$ cat src/rtl/fifo_pkg.sv
// Shared types and helpers for the fifo_lvl_ctrl FIFO.
// Latency: n/a (package only).
// Backpressure: n/a (package only).
package fifo_pkg;

  // Default almost-full threshold: two slots short of full.
  function automatic int af_level_default(input int addr_width);
    return (1 << addr_width) - 2;
  endfunction

  // Status word layout for MMIO wrappers.
  typedef struct packed {
    logic empty;
    logic full;
    logic almost_empty;
    logic almost_full;
    logic overflow;
    logic underflow;
  } fifo_status_t;

endpackage

$ cat src/rtl/fifo_mem.sv
// Register file for the FIFO: one synchronous write port, one asynchronous read port.
// Latency: a write at edge N is visible on rdata_o after edge N; reads are combinational.
// Backpressure: none; the controller gates we_i.
// Ports: clk_i, we_i/waddr_i/wdata_i (write), raddr_i/rdata_o (read).
module fifo_mem #(
  parameter int DATA_WIDTH = 8,
  parameter int ADDR_WIDTH = 4
) (
  input  logic                  clk_i,
  input  logic                  we_i,
  input  logic [ADDR_WIDTH-1:0] waddr_i,
  input  logic [DATA_WIDTH-1:0] wdata_i,
  input  logic [ADDR_WIDTH-1:0] raddr_i,
  output logic [DATA_WIDTH-1:0] rdata_o
);

  localparam int DEPTH = 2 ** ADDR_WIDTH;

  // Storage is deliberately not reset.
  logic [DATA_WIDTH-1:0] mem_q [0:DEPTH-1];

  always_ff @(posedge clk_i) begin
    if (we_i) begin
      mem_q[waddr_i] <= wdata_i;
    end
  end

  assign rdata_o = mem_q[raddr_i];

endmodule

$ cat src/rtl/fifo_lvl_ctrl.sv
// Synchronous show-ahead FIFO with level, almost-full/empty thresholds and sticky error flags.
// Latency: write at edge N appears on r_data after edge N; all status is registered-pointer based.
// Backpressure: writes rejected when full unless a read frees a slot in the same cycle (sets overflow).
// Ports: clk, reset_n, wr/w_data, rd/r_data, clr_err; status empty, full, almost_empty,
//        almost_full, level, overflow, underflow.
module fifo_lvl_ctrl
  import fifo_pkg::*;
#(
  parameter int DATA_WIDTH = 8,
  parameter int ADDR_WIDTH = 4,
  parameter int AF_LEVEL   = fifo_pkg::af_level_default(ADDR_WIDTH),
  parameter int AE_LEVEL   = 2
) (
  input  logic                  clk,
  input  logic                  reset_n,
  input  logic                  wr,
  input  logic [DATA_WIDTH-1:0] w_data,
  input  logic                  rd,
  output logic [DATA_WIDTH-1:0] r_data,
  output logic                  empty,
  output logic                  full,
  output logic                  almost_empty,
  output logic                  almost_full,
  output logic [ADDR_WIDTH:0]   level,
  output logic                  overflow,
  output logic                  underflow,
  input  logic                  clr_err
);

  localparam int              PW      = ADDR_WIDTH + 1;
  localparam logic [PW-1:0]   PTR_ONE = PW'(1);
  localparam logic [PW-1:0]   AF_LVL  = PW'(AF_LEVEL);
  localparam logic [PW-1:0]   AE_LVL  = PW'(AE_LEVEL);

  logic [PW-1:0] w_ptr_q, w_ptr_d;
  logic [PW-1:0] r_ptr_q, r_ptr_d;
  logic          ovf_q, ovf_d;
  logic          unf_q, unf_d;
  logic          wr_ok, rd_ok;

  // Status is derived from registered state only; no path from wr/rd.
  assign level        = w_ptr_q - r_ptr_q;
  assign empty        = (w_ptr_q == r_ptr_q);
  assign full         = (w_ptr_q[ADDR_WIDTH-1:0] == r_ptr_q[ADDR_WIDTH-1:0]) &&
                        (w_ptr_q[ADDR_WIDTH] != r_ptr_q[ADDR_WIDTH]);
  assign almost_empty = (level <= AE_LVL);
  assign almost_full  = (level >= AF_LVL);
  assign overflow     = ovf_q;
  assign underflow    = unf_q;

  // When full, a concurrent read frees the slot being written, so the write is taken.
  assign wr_ok = wr & (~full | rd);
  assign rd_ok = rd & ~empty;

  always_comb begin
    w_ptr_d = w_ptr_q;
    r_ptr_d = r_ptr_q;
    if (wr_ok) w_ptr_d = w_ptr_q + PTR_ONE;
    if (rd_ok) r_ptr_d = r_ptr_q + PTR_ONE;
    // A new error in the same cycle as clr_err wins over the clear.
    ovf_d = ovf_q & ~clr_err;
    unf_d = unf_q & ~clr_err;
    if (wr & ~wr_ok) ovf_d = 1'b1;
    if (rd & ~rd_ok) unf_d = 1'b1;
  end

  always_ff @(posedge clk or negedge reset_n) begin
    if (!reset_n) begin
      w_ptr_q <= '0;
      r_ptr_q <= '0;
      ovf_q   <= 1'b0;
      unf_q   <= 1'b0;
    end else begin
      w_ptr_q <= w_ptr_d;
      r_ptr_q <= r_ptr_d;
      ovf_q   <= ovf_d;
      unf_q   <= unf_d;
    end
  end

  fifo_mem #(
    .DATA_WIDTH(DATA_WIDTH),
    .ADDR_WIDTH(ADDR_WIDTH)
  ) u_mem (
    .clk_i  (clk),
    .we_i   (wr_ok),
    .waddr_i(w_ptr_q[ADDR_WIDTH-1:0]),
    .wdata_i(w_data),
    .raddr_i(r_ptr_q[ADDR_WIDTH-1:0]),
    .rdata_o(r_data)
  );

endmodule

$ cat config.mk
export PLATFORM = sky130hd
export DESIGN_NAME = fifo_lvl_ctrl
export DESIGN_NICKNAME = d
export VERILOG_FILES = /design/src/rtl/fifo_pkg.sv /design/src/rtl/fifo_mem.sv /design/src/rtl/fifo_lvl_ctrl.sv
export SDC_FILE = /design/constraint.sdc
export NUM_CORES = 1
export LEC_CHECK = 0
export ABC_AREA = 1
export CAP_MARGIN = 10
export CORE_ASPECT_RATIO = 0.9
export CORE_MARGIN = 5
export CORE_UTILIZATION = 59
export CTS_BUF_LIST = sky130_fd_sc_hd__clkbuf_16
export CTS_CLUSTER_DIAMETER = 150
export DETAILED_ROUTE_END_ITERATION = 10
export GPL_ROUTABILITY_DRIVEN = 0
export PLACE_DENSITY = 0.81
export SLEW_MARGIN = 25
export SYNTH_ARGS = -nofsm -noshare
export SYNTH_HDL_FRONTEND = slang
export SYNTH_SLANG_ARGS = --single-unit
$ cat constraint.sdc
create_clock -name clk -period 7 [get_ports clk]
set_input_delay 1.4 -clock clk [delete_from_list [all_inputs] [get_ports clk]]
set_output_delay 1.4 -clock clk [all_outputs]
set_load 0.01 [all_outputs]
Word level (Yosys, flattened, before mapping)
Memories as Yosys holds them, arrays and structs flattened.
Cells that the tools add are included.
{"block": "totals", "register_bits": 12, "mem_bits_rw": 128, "output_inout_bits": 19, "elab_cells": 30, "memories": 1}
{"name": "u_mem.mem_q", "words": 16, "word_bits": 8, "read_ports": 1, "rd_ports_with_merged_regs": 0, "write_ports": 1, "line_no": "fifo_mem.sv:20", "text": "logic [DATA_WIDTH-1:0] mem_q [0:DEPTH-1];"}
{"block": "classes", "n_addsub": 3, "magnitude_cmp": 2, "n_eq_ne": 3, "mux": 4, "bitwise_logic": 12, "n_reduce_logical": 1}
{"operator": "$add 5x1->5 const B", "count": 2}
{"operator": "$and 1x1->1", "count": 6}
{"operator": "$eq 5x5->1", "count": 1}
{"operator": "$ge 5x4->1 const B", "count": 1}
{"operator": "$le 5x2->1 const B", "count": 1}
{"operator": "$not 1->1", "count": 5}
{"operator": "$sub 5x5->5", "count": 1}
{"operator": "$eq 4x4->1", "count": 1}
{"operator": "$mux 1", "count": 4}
{"operator": "$logic_and 1x1->1", "count": 1}
{"operator": "$ne 1x1->1", "count": 1}
{"operator": "$or 1x1->1", "count": 1}

Logic depth before layout (Yosys ltp)
Gate-level depths: netlist of run 1.
{"block": "depth", "depth_word": 8, "ltp_mapped": 11, "mapped_depth_nobuf": 10}

Cells and area by module
A second synthesis of run 1 with hierarchy kept.
{"block": "hier_totals", "cells_unflattened": 667, "hier_area_um2": 6510.0}
{"module": "fifo_mem", "n_inst": 1, "cells_per_inst": 543, "area_each_um2": 5606.6, "seq_area_each_um2": 3843.7}
{"module": "fifo_lvl_ctrl", "n_inst": 1, "cells_per_inst": 124, "area_each_um2": 903.4, "seq_area_each_um2": 300.3}

Least setup slack after synthesis of run 1
Ideal clock, no wire load.
{"block": "synth_timing", "path_type": "reg-to-output", "start": "register r_ptr_q[1]", "end": "output almost_full", "arrival_time_ns": 1.886, "required_ns": 5.600, "slack_ns": 3.714, "path_stages_with_launch": 8, "path_buffers": 2, "path_cell_list": "dfrtp_1 > buf_2 > inv_1 > buf_2 > fa_1 > xor2_1 > nand2_1 > o21ai_0"}
{"block": "synth_via", "elab_chain_cells": 2}
{"item": "from (decl)", "line_no": "fifo_lvl_ctrl.sv:36", "text": "logic [PW-1:0] r_ptr_q, r_ptr_d;"}
{"item": "from (signal assigned)", "line_no": "fifo_lvl_ctrl.sv:75", "text": "r_ptr_q <= r_ptr_d;"}
{"item": "$sub 5x5->5", "line_no": "fifo_lvl_ctrl.sv:42", "text": "assign level = w_ptr_q - r_ptr_q;"}
{"item": "net level[2]", "line_no": "fifo_lvl_ctrl.sv:24", "text": "output logic [ADDR_WIDTH:0] level,"}
{"item": "$ge 5x4->1", "line_no": "fifo_lvl_ctrl.sv:47", "text": "assign almost_full = (level >= AF_LVL);"}
{"item": "to (decl)", "line_no": "fifo_lvl_ctrl.sv:23", "text": "output logic almost_full,"}
The timed path passes the listed nets, and every way through them passes these cells.

Worst setup path after layout of run 1
{"block": "layout_timing", "start": "register r_ptr_q[2]", "end": "output almost_full"}
{"block": "layout_via", "elab_chain_cells": 2}
{"item": "$sub 5x5->5", "line_no": "fifo_lvl_ctrl.sv:42"}
{"item": "$ge 5x4->1", "line_no": "fifo_lvl_ctrl.sv:47"}
Every way passes these cells.

==> results.cfg, run 1 <==
[timing]
number_of_pins_exceeding_their_max_slew_limit_in_the_final_report = 0
skew_ns = 0.00784
post-route-period-util_pct = 65.7
slew_headroom_pct = 34.4
timing.fmax_ghz = 0.217
finalSetupTns_ns = 0
tightest_slew_ns = 0.981
grt_setup_unrepaired = no
final-setup-viol-count = 0
period_minus_slack_ns = 4.60
hold_violations = 0

[drt]
drc_errors = 0
vias_per_cell = 5.43
final_ant_viol_nets = 0
detail_route.wirelength_mm = 15.5
drtPass1Iterations = 5
detailroute.via_count = 4834
wire_per_inst_um = 17.4
initialDrtViolationCount = 597

[clocking]
cts_repair_resize_count = 0
clk-insertion-delay-late_ns = 0.42
cts_tree = yes
cts-root-buf = sky130_fd_sc_hd__clkbuf_16
cts.htree.levels = 4
number_of_buffers_inserted_for_hold_repair_after_clock_tree_synthesis = 0
clockBufferDepth = 2
cts_inserted_buffers = 17
postcts_setup_bufs = 0
clock-sinks = 140
clkTransAtPathRegs_ns = 0.06

[run]
maxCapViolCount = 0

[synth]
postSynthAreaPerCell_um2 = 9.41
postSynthCellCount = 696
post-synth-top-area-cell = sky130_fd_sc_hd__edfxtp_1
yosysSeqAreaShare_pct = 63.3
postSynthRegisterBits = 140
synth.net_count = 719
synthesis.area_mm2 = 0.00655
synth_top_area_share_pct = 58.7
synthTopCellsByArea = sky130_fd_sc_hd__edfxtp_1 (59%), sky130_fd_sc_hd__nand2_1 (14%), sky130_fd_sc_hd__inv_1 (8.3%)
synth.lib_cells_used.distinct = 20
yosysWarnings = 0

[min_path]
min_delay_path_depth = 2
worst_hold_path.endpoint = r_ptr_q[3]$_DFFE_PN0P_
holdCritPathClass = reg -> reg
hold_path_startpoint = r_ptr_q[3]$_DFFE_PN0P_

[setup_path]
cp_data_required_time_ns = 5.60
reg_to_reg_startpoint = r_ptr_q[2]$_DFFE_PN0P_
logic_depth_of_the_worst_register_to_register_path = 7
setup.worst_path.class = reg -> out
r2r_setup_slack_ns = 3.67
worstReg2RegEnd = u_mem.mem_q[15][0]$_DFFE_PP_
maximum_fanout_encountered_on_the_critical_timing_path = 14
arrival_time_at_the_worst_endpoint_ns = 3.20
critical_path_start_type = flip-flop
endpoint_kind = primary output

[pwr]
power_density_mw_per_mm2 = 426
finalPower_uw = 3200
max-vdd-ir-drop_v = 0.000486
power.leakage_uw = 0.00337

[grt]
global_route.overflow_total = 0
number_of_antenna_violations_at_the_first_check_in_global_routing = 0
wire_length_of_the_first_global_routing_pass_mm = 24.5
first_global_vias = 4852
gr-usage-all-layers_pct = 24.8
grt_start_max_net_pins = 66

[finish]
final_nets = 748
antenna_cells_inserted = 0
drive_gt1_share_pct = 5.15
fillerInstances = 744
layout.cells.most_common_list = sky130_fd_sc_hd__nand2_1 (240), sky130_fd_sc_hd__inv_1 (143), sky130_fd_sc_hd__edfxtp_1 (128)
layout-area-overhead-vs-synth_pct = 14.8
layout_commonest_cell = sky130_fd_sc_hd__nand2_1
final_cell_area_mm2 = 0.00751

[die]
standard_cell_rows = 36
number_of_placed_i_o_pins = 32
floorplan.initialDensity_pct = 60.3
design.die.area_mm2 = 0.0133
die-width_um = 121
core_mm2 = 0.0109
die_height_um = 110

[placed_design]
placement.cell_area_mm2 = 0.00695
dp.final_hpwl_mm = 9.22
io_buffer_count = 31

[outcome]
outcome = complete, no violations
==> routing by layer <==
layer  global-route usage [%]  routed length (um)  vias to the layer above
met3                     6.38                1490                       59
met1                     30.6                5890                     2246
li1                         -                   -                     2237
met2                     40.5                7570                      292
met4                     12.9                 564                        0
met5                        0                   0                        -
==> cell usage after synthesis <==
| cell | count |
|---|---|
| sky130_fd_sc_hd__nand2_1 | 240 |
| sky130_fd_sc_hd__inv_1 | 144 |
| sky130_fd_sc_hd__edfxtp_1 | 128 |
| sky130_fd_sc_hd__nand3_1 | 92 |
| sky130_fd_sc_hd__nor2_1 | 26 |
| sky130_fd_sc_hd__buf_2 | 18 |
| sky130_fd_sc_hd__dfrtp_1 | 12 |
| sky130_fd_sc_hd__ha_1 | 9 |
| sky130_fd_sc_hd__xor2_1 | 6 |
| sky130_fd_sc_hd__clkbuf_1 | 5 |
| sky130_fd_sc_hd__o21ai_0 | 3 |
| sky130_fd_sc_hd__xnor2_1 | 3 |
| sky130_fd_sc_hd__a21oi_1 | 2 |
| sky130_fd_sc_hd__clkinv_1 | 2 |
| sky130_fd_sc_hd__buf_8 | 1 |
| sky130_fd_sc_hd__fa_1 | 1 |
| sky130_fd_sc_hd__nand2_4 | 1 |
| sky130_fd_sc_hd__nand3_2 | 1 |
| sky130_fd_sc_hd__nand3b_1 | 1 |
| sky130_fd_sc_hd__o22ai_1 | 1 |
==> stage by stage <==
stage	hold slack [ns]	worst slack [ns]	util, %	instances
floorplan	0.471	3.71	-	696
global placement	0.488	2.95	64.0	858
detailed placement	0.503	2.83	64.0	858
CTS	0.519	2.42	69.2	890
global route	0.543	2.22	69.2	890
finish	0.517	2.40	69.2	890
==> worst max-delay path by stage <==
stage | from | end | cells past startpoint
3_5_place_dp | r_ptr_q[2]$_DFFE_PN0P_ | almost_full | 8
3_3_place_gp | r_ptr_q[2]$_DFFE_PN0P_ | almost_full | 8
2_1_floorplan | r_ptr_q[1]$_DFFE_PN0P_ | almost_full | 7
6_report | r_ptr_q[2]$_DFFE_PN0P_ | almost_full | 8
4_1_cts | r_ptr_q[2]$_DFFE_PN0P_ | almost_full | 8
5_1_grt | r_ptr_q[2]$_DFFE_PN0P_ | almost_full | 8
==> worst max-delay path: stages, from the launching register on <==
cell                              delay [ns]
sky130_fd_sc_hd__dfrtp_1                0.66
sky130_fd_sc_hd__clkinv_1               0.49
sky130_fd_sc_hd__ha_1                   0.50
sky130_fd_sc_hd__a21oi_1                0.20
sky130_fd_sc_hd__nand2_1                0.07
sky130_fd_sc_hd__nand2_1                0.06
sky130_fd_sc_hd__nand2_1                0.07
sky130_fd_sc_hd__o21ai_0                0.15
sky130_fd_sc_hd__clkdlybuf4s50_1        0.56
==> cell type report <==
type / count / area (um^2) / share of cell area [%]
repair buffers: 34 / 333 / 4.43
multi-input cells: 386 / 1730 / 23.0
inverters: 146 / 551 / 7.33
flip-flops and latches: 140 / 4150 / 55.2
well taps: 152 / 190 / 2.53
clock buffers: 17 / 425 / 5.66
clock inverters: 15 / 139 / 1.85
==> flip-flops by register name, indices dropped and copies added, names as in the netlist <==
| signal | count |
|---|---|
| underflow | 1 |
| u_mem.mem_q | 128 |
| overflow | 1 |
| w_ptr_q | 5 |
| r_ptr_q | 5 |
==> power by group <==
part | switching [uW] | total (uW) | leakage [uW] | internal (uW)
Clock | 363 | 855 | 0.000253 | 492
Sequential | 83.2 | 1090 | 0.00131 | 1000
Combinational | 784 | 1260 | 0.00181 | 475
Total | 1230 | 3200 | 0.00337 | 1970
==> kinds of logic (layout without fill, tap and decap cells) <==
kind of cell / count (synthesis) / after routing / synth area share [%]
and+or+nand+nor: 361 / 361 / 22.7
buffers and inverters: 170 / 212 / 10.3
DFF: 140 / 140 / 63.3
adders and majority gates: 10 / 10 / 2.03
xor gates and xnor gates: 9 / 9 / 1.20
AOI/OAI and AO/OA: 6 / 6 / 0.478
(Power assumes the default switching activity.)
==> run 2: changes to the inputs <==
clock period = 4.7 ns   (was 7 ns; I/O delays follow)
==> run 2 against run 1 <==
Against the previous run: sequential power rose by 45%; register-to-register slack worse by 2.2 ns; flip-flop and latch count unchanged; routed wire length is 8.0% lower; sequential share of layout area fell by 0.10 points; non-clock buffer count grew 2; global-route usage shrank 1.7 points; clock power up 50%; power up 49%; largest cell class unchanged.
==> results.cfg, run 2 (same netlist as run 1, synthesis figures left out) <==
[setup_path]
critical_path_start_type = flip-flop
critPathSlowestCell = sky130_fd_sc_hd__buf_4
worstReg2RegEnd = u_mem.mem_q[3][1]$_DFFE_PP_
cp_data_required_time_ns = 3.76
endpoint_kind = primary output
critical_path.top_delay_family = buffers and inverters
highest_cell_delay_on_the_worst_timing_path_ns = 0.59
r2r_setup_slack_ns = 1.49
maximum_fanout_encountered_on_the_critical_timing_path = 67
arrival_time_at_the_worst_endpoint_ns = 3.23
path_cells = buf_4 -> ha_1 -> inv_1 -> fa_1 -> xor2_1 -> nand2_1 -> o21ai_0 -> clkdlybuf4s50_1
timing.critical_path.buf_inv = 3
logic_depth_of_the_worst_register_to_register_path = 7
setup.worst_path.class = reg -> out
reg_to_reg_startpoint = r_ptr_q[2]$_DFFE_PN0P_

[finish]
largest_register_ff_count = 128
final_nets = 750
fillerInstances = 766
antenna_cells_inserted = 0
layout_commonest_cell = sky130_fd_sc_hd__nand2_1
final_cell_area_mm2 = 0.00753
layout-area-overhead-vs-synth_pct = 15.0
registers.top_by_ff_count = u_mem.mem_q
drive_gt1_share_pct = 4.46
layout.cells.most_common_list = sky130_fd_sc_hd__nand2_1 (240), sky130_fd_sc_hd__inv_1 (147), sky130_fd_sc_hd__edfxtp_1 (128)
leading_registers_by_flop_count = u_mem.mem_q: 128 flops, r_ptr_q: 5 flops, w_ptr_q: 5 flops

[placed_design]
io_buffer_count = 31
placement.cell_area_mm2 = 0.00696
dp.final_hpwl_mm = 9.02

[min_path]
hold_path_startpoint = overflow$_DFF_PN0_
min_delay_path_depth = 2
holdCritPathClass = reg -> reg
worst_hold_path.endpoint = overflow$_DFF_PN0_

[grt]
global_route.overflow_total = 0
number_of_antenna_violations_at_the_first_check_in_global_routing = 0
wire_length_of_the_first_global_routing_pass_mm = 22.9
grt_start_max_net_pins = 68
first_global_vias = 4437
gr-usage-all-layers_pct = 23.1

[clocking]
clock-sinks = 140
cts_inserted_buffers = 17
clockBufferDepth = 2
postcts_setup_bufs = 0
clk-insertion-delay-late_ns = 0.42
cts.htree.levels = 4
number_of_buffers_inserted_for_hold_repair_after_clock_tree_synthesis = 0
clkTransAtPathRegs_ns = 0.06
cts_tree = yes
cts_repair_resize_count = 0
cts-root-buf = sky130_fd_sc_hd__clkbuf_16

[drt]
drc_errors = 0
detailroute.via_count = 4657
initialDrtViolationCount = 569
drtPass1Iterations = 8
final_ant_viol_nets = 0
wire_per_inst_um = 16.0
detail_route.wirelength_mm = 14.3
vias_per_cell = 5.22

[die]
die-width_um = 121
floorplan.initialDensity_pct = 60.3
number_of_placed_i_o_pins = 32
design.die.area_mm2 = 0.0133
die_height_um = 110
core_mm2 = 0.0109
standard_cell_rows = 36

[pwr]
p_sw_share_pct = 36.3
share_clk_of_total_power_pct = 26.9
power.combinational.fraction_pct = 39.9
seq_power_share_pct = 33.2
power.switching_uw = 1730
power_density_mw_per_mm2 = 632
finalPower_uw = 4760
power_report.internal_total_uw = 3030
max-vdd-ir-drop_v = 0.000740
power.leakage_uw = 0.00342

[timing]
grt_setup_unrepaired = no
tightest_slew_ns = 0.830
hold_violations = 0
number_of_pins_exceeding_their_max_slew_limit_in_the_final_report = 0
skew_ns = 0.00951
slew_headroom_pct = 44.6
period_minus_slack_ns = 4.17
finalSetupTns_ns = 0
timing.fmax_ghz = 0.240
post-route-period-util_pct = 88.8
final-setup-viol-count = 0

[outcome]
outcome = complete, no violations

[run]
maxCapViolCount = 0
run 2: cell count changes in the layout (fill, tap and decap cells not counted), sizes merged:
cell	before	now
buf	3	5
clkinvlp	7	0
bufinv	1	3
inv	149	148
clkinv	4	10
run 2: metrics by stage:
stage / hold slack, ns / util [%] / setup WS, ns / cells
detailed placement: 0.518 / 64.1 / 1.00 / 860
global route: 0.565 / 69.3 / 0.331 / 892
finish: 0.536 / 69.3 / 0.526 / 892
CTS: 0.536 / 69.3 / 0.538 / 892
floorplan: 0.471 / - / 1.87 / 696
global placement: 0.491 / 64.1 / 1.10 / 860
run 2: worst max path at each step:
stage               depth (start not counted)           to                   start
floorplan                                   7  almost_full  r_ptr_q[1]$_DFFE_PN0P_
global placement                            8  almost_full  r_ptr_q[0]$_DFFE_PN0P_
detailed placement                          8  almost_full  r_ptr_q[0]$_DFFE_PN0P_
CTS                                         8  almost_full  r_ptr_q[0]$_DFFE_PN0P_
global route                                9  almost_full  r_ptr_q[2]$_DFFE_PN0P_
finish                                      8  almost_full  r_ptr_q[0]$_DFFE_PN0P_
run 2: cell type report:
class / count / area (um^2) / share of cell area [%]
clock buffers: 17 / 425 / 5.65
inverters: 146 / 548 / 7.28
flip-flops and latches: 140 / 4150 / 55.1
well taps: 152 / 190 / 2.53
clock inverters: 15 / 140 / 1.86
multi-input cells: 386 / 1730 / 23.0
repair buffers: 36 / 348 / 4.62
run 2: power groups by stage:
stage	clock, uW	sequential, uW	combinational, uW
after global routing	1340	1590	2090
after CTS	1290	1580	1890
final	1280	1580	1900
after floorplan	0	1570	1200
after detailed placement	0	1600	1870
after global placement	0	1590	1820
run 2: layer usage:
layer	track usage, %	share of wire (%)	vias up
met5	0	0	-
met4	9.06	2.0	0
met3	5.45	8.1	26
met2	36.6	48	197
met1	31.1	42	2195
li1	-	-	2239
run 2: worst min-delay path: stages (launching register included):
cell and delay, ns:
sky130_fd_sc_hd__dfrtp_1 0.38, sky130_fd_sc_hd__inv_1 0.05, sky130_fd_sc_hd__o21ai_0 0.07
==> run 3: changes to the inputs <==
clock period = 4.5 ns   (was 4.7 ns; I/O delays follow)
==> run 3 against run 2 <==
Against the previous run: critical path depth unchanged; non-clock buffer count decreased by 1; clock skew decreased by 0.0043 ns; cell count decreased by 0.11%; clock power increased by 20%; setup slack got worse by 0.0091 ns; first-iteration DRC count increased by 5.4%; register-to-register slack got worse by 0.12 ns.
==> results.cfg, run 3 (same netlist as run 1, synthesis figures left out) <==
[outcome]
outcome = complete, no violations

[run]
maxCapViolCount = 0

[die]
standard_cell_rows = 36
number_of_placed_i_o_pins = 32
design.die.area_mm2 = 0.0133
floorplan.initialDensity_pct = 60.3
die-width_um = 121
die_height_um = 110
core_mm2 = 0.0109

[setup_path]
critical_path_cell_count = 8
arrival_time_at_the_worst_endpoint_ns = 3.08
logic_depth_of_the_worst_register_to_register_path = 7
critical_path.top_delay_family = buffers and inverters
highest_cell_delay_on_the_worst_timing_path_ns = 0.61
cp_data_required_time_ns = 3.60
path_cells = clkinv_1 -> ha_1 -> a21oi_1 -> nand2_1 -> nand2_1 -> nand2_1 -> o21ai_0 -> clkdlybuf4s50_1
timing.critical_path.buf_inv = 2
endpoint_kind = primary output
critical_path_start_type = flip-flop
setup.worst_path.class = reg -> out
critPathSlowestCell = sky130_fd_sc_hd__dfrtp_1
maximum_fanout_encountered_on_the_critical_timing_path = 14
crit_top_cell = sky130_fd_sc_hd__nand2_1

[finish]
final_nets = 749
utilization_pct = 70.2
drive_gt1_share_pct = 5.01
largest_register_ff_count = 128
fillerInstances = 769
layout-area-overhead-vs-synth_pct = 16.4
ff_latch_area_mm2 = 0.00415
final_cell_area_mm2 = 0.00762
layout_commonest_cell = sky130_fd_sc_hd__nand2_1
antenna_cells_inserted = 0
layout.cells.most_common_list = sky130_fd_sc_hd__nand2_1 (240), sky130_fd_sc_hd__inv_1 (143), sky130_fd_sc_hd__edfxtp_1 (128)
registers.top_by_ff_count = u_mem.mem_q
leading_registers_by_flop_count = u_mem.mem_q: 128 flops, r_ptr_q: 5 flops, w_ptr_q: 5 flops
area_taken_by_multi_input_logic_gates_mm2 = 0.00173

[timing]
final-setup-viol-count = 0
post-route-period-util_pct = 88.5
hold_ws_ns = 0.533
period_minus_slack_ns = 3.98
slew_headroom_pct = 42.8
tightest_slew_ns = 0.854
finalSetupTns_ns = 0
grt_setup_unrepaired = no
timing.fmax_ghz = 0.251
number_of_pins_exceeding_their_max_slew_limit_in_the_final_report = 0
skew_ns = 0.00521
hold_violations = 0

[clocking]
cts_tree = yes
cts_inserted_buffers = 17
clockBufferDepth = 2
number_of_buffers_inserted_for_hold_repair_after_clock_tree_synthesis = 0
postcts_setup_bufs = 0
clk-insertion-delay-late_ns = 0.42
cts.htree.levels = 4
cts_repair_resize_count = 0
clock-sinks = 140
clkTransAtPathRegs_ns = 0.06
cts-root-buf = sky130_fd_sc_hd__clkbuf_16

[drt]
drc_errors = 0
drtPass1Iterations = 6
final_ant_viol_nets = 0
wire_per_inst_um = 15.9
detailroute.via_count = 4526
detail_route.wirelength_mm = 14.1
vias_per_cell = 5.08
initialDrtViolationCount = 600

[placed_design]
placement.cell_area_mm2 = 0.00697
dp.final_hpwl_mm = 8.86
io_buffer_count = 31

[grt]
grtUsageMet2_pct = 36.6
global_route.overflow_total = 0
number_of_antenna_violations_at_the_first_check_in_global_routing = 0
first_global_vias = 4486
grt_start_max_net_pins = 67
gr-usage-met1_pct = 31.8
gr_peak_layer = met2
gr-usage-all-layers_pct = 23.4
wire_length_of_the_first_global_routing_pass_mm = 23.1
grt_util_met3_pct = 6.48

[pwr]
power_density_mw_per_mm2 = 678
max-vdd-ir-drop_v = 0.000732
power.leakage_uw = 0.00344

[min_path]
min_delay_path_depth = 2
holdCritPathClass = reg -> reg
## run 3: cell count changes in the layout (fill, tap and decap cells not counted), sizes merged
cell / before / now
inv: 148 / 144
clkinv: 10 / 9
bufinv: 3 / 6
clkinvlp: 0 / 2
buf: 5 / 4
## run 3: worst register-to-register path, cell delays in order (launching register included)
cell	delay (ns)
sky130_fd_sc_hd__dfrtp_1	0.61
sky130_fd_sc_hd__clkinv_1	0.45
sky130_fd_sc_hd__ha_1	0.49
sky130_fd_sc_hd__nand2_1	0.08
sky130_fd_sc_hd__nor2_1	0.07
sky130_fd_sc_hd__nand3_2	0.15
sky130_fd_sc_hd__nand2_1	0.19
sky130_fd_sc_hd__nor2_1	0.70
## run 3: final timing paths
path | endpoint | startpoint | slack [ns]
min reg2reg | overflow$_DFF_PN0_ | overflow$_DFF_PN0_ | 0.53
max in group asynchronous | r_ptr_q[0]$_DFFE_PN0P_ | reset_n | 3.26
max reg2reg | u_mem.mem_q[3][1]$_DFFE_PP_ | r_ptr_q[2]$_DFFE_PN0P_ | 1.37
max | almost_full | r_ptr_q[2]$_DFFE_PN0P_ | 0.52
min in group asynchronous | underflow$_DFF_PN0_ | reset_n | 0.84
min | overflow$_DFF_PN0_ | overflow$_DFF_PN0_ | 0.53
## run 3: layer usage
metal / routed length [um] / vias up
met5: 0 / -
met4: 269 / 0
met3: 1110 / 22
met2: 6570 / 175
met1: 6190 / 2095
li1: - / 2234
## run 3: final cells by class
| class | instances | area share [%] |
|---|---|---|
| Inverter | 146 | 7.19 |
| Clock inverter | 15 | 2.97 |
| Timing Repair Buffer | 35 | 4.63 |
| Clock buffer | 17 | 5.58 |
| Multi-Input combinational cell | 386 | 22.7 |
| Sequential cell | 140 | 54.4 |
| Tap cell | 152 | 2.50 |
## run 3: metrics by stage
step                power (uW)  setup WS, ns  instances
global route              5460         0.309        891
global placement          3570          1.04        859
CTS                       5170         0.526        891
floorplan                 2890          1.71        696
finish                    5160         0.517        891
detailed placement        3620         0.984        859
## run 3: power by group
| group | leakage, uW | switching (uW) | internal [uW] |
|---|---|---|---|
| sequential | 0.00131 | 84.5 | 1560 |
| combinational | 0.00182 | 1230 | 756 |
| clock | 0.000315 | 504 | 1030 |
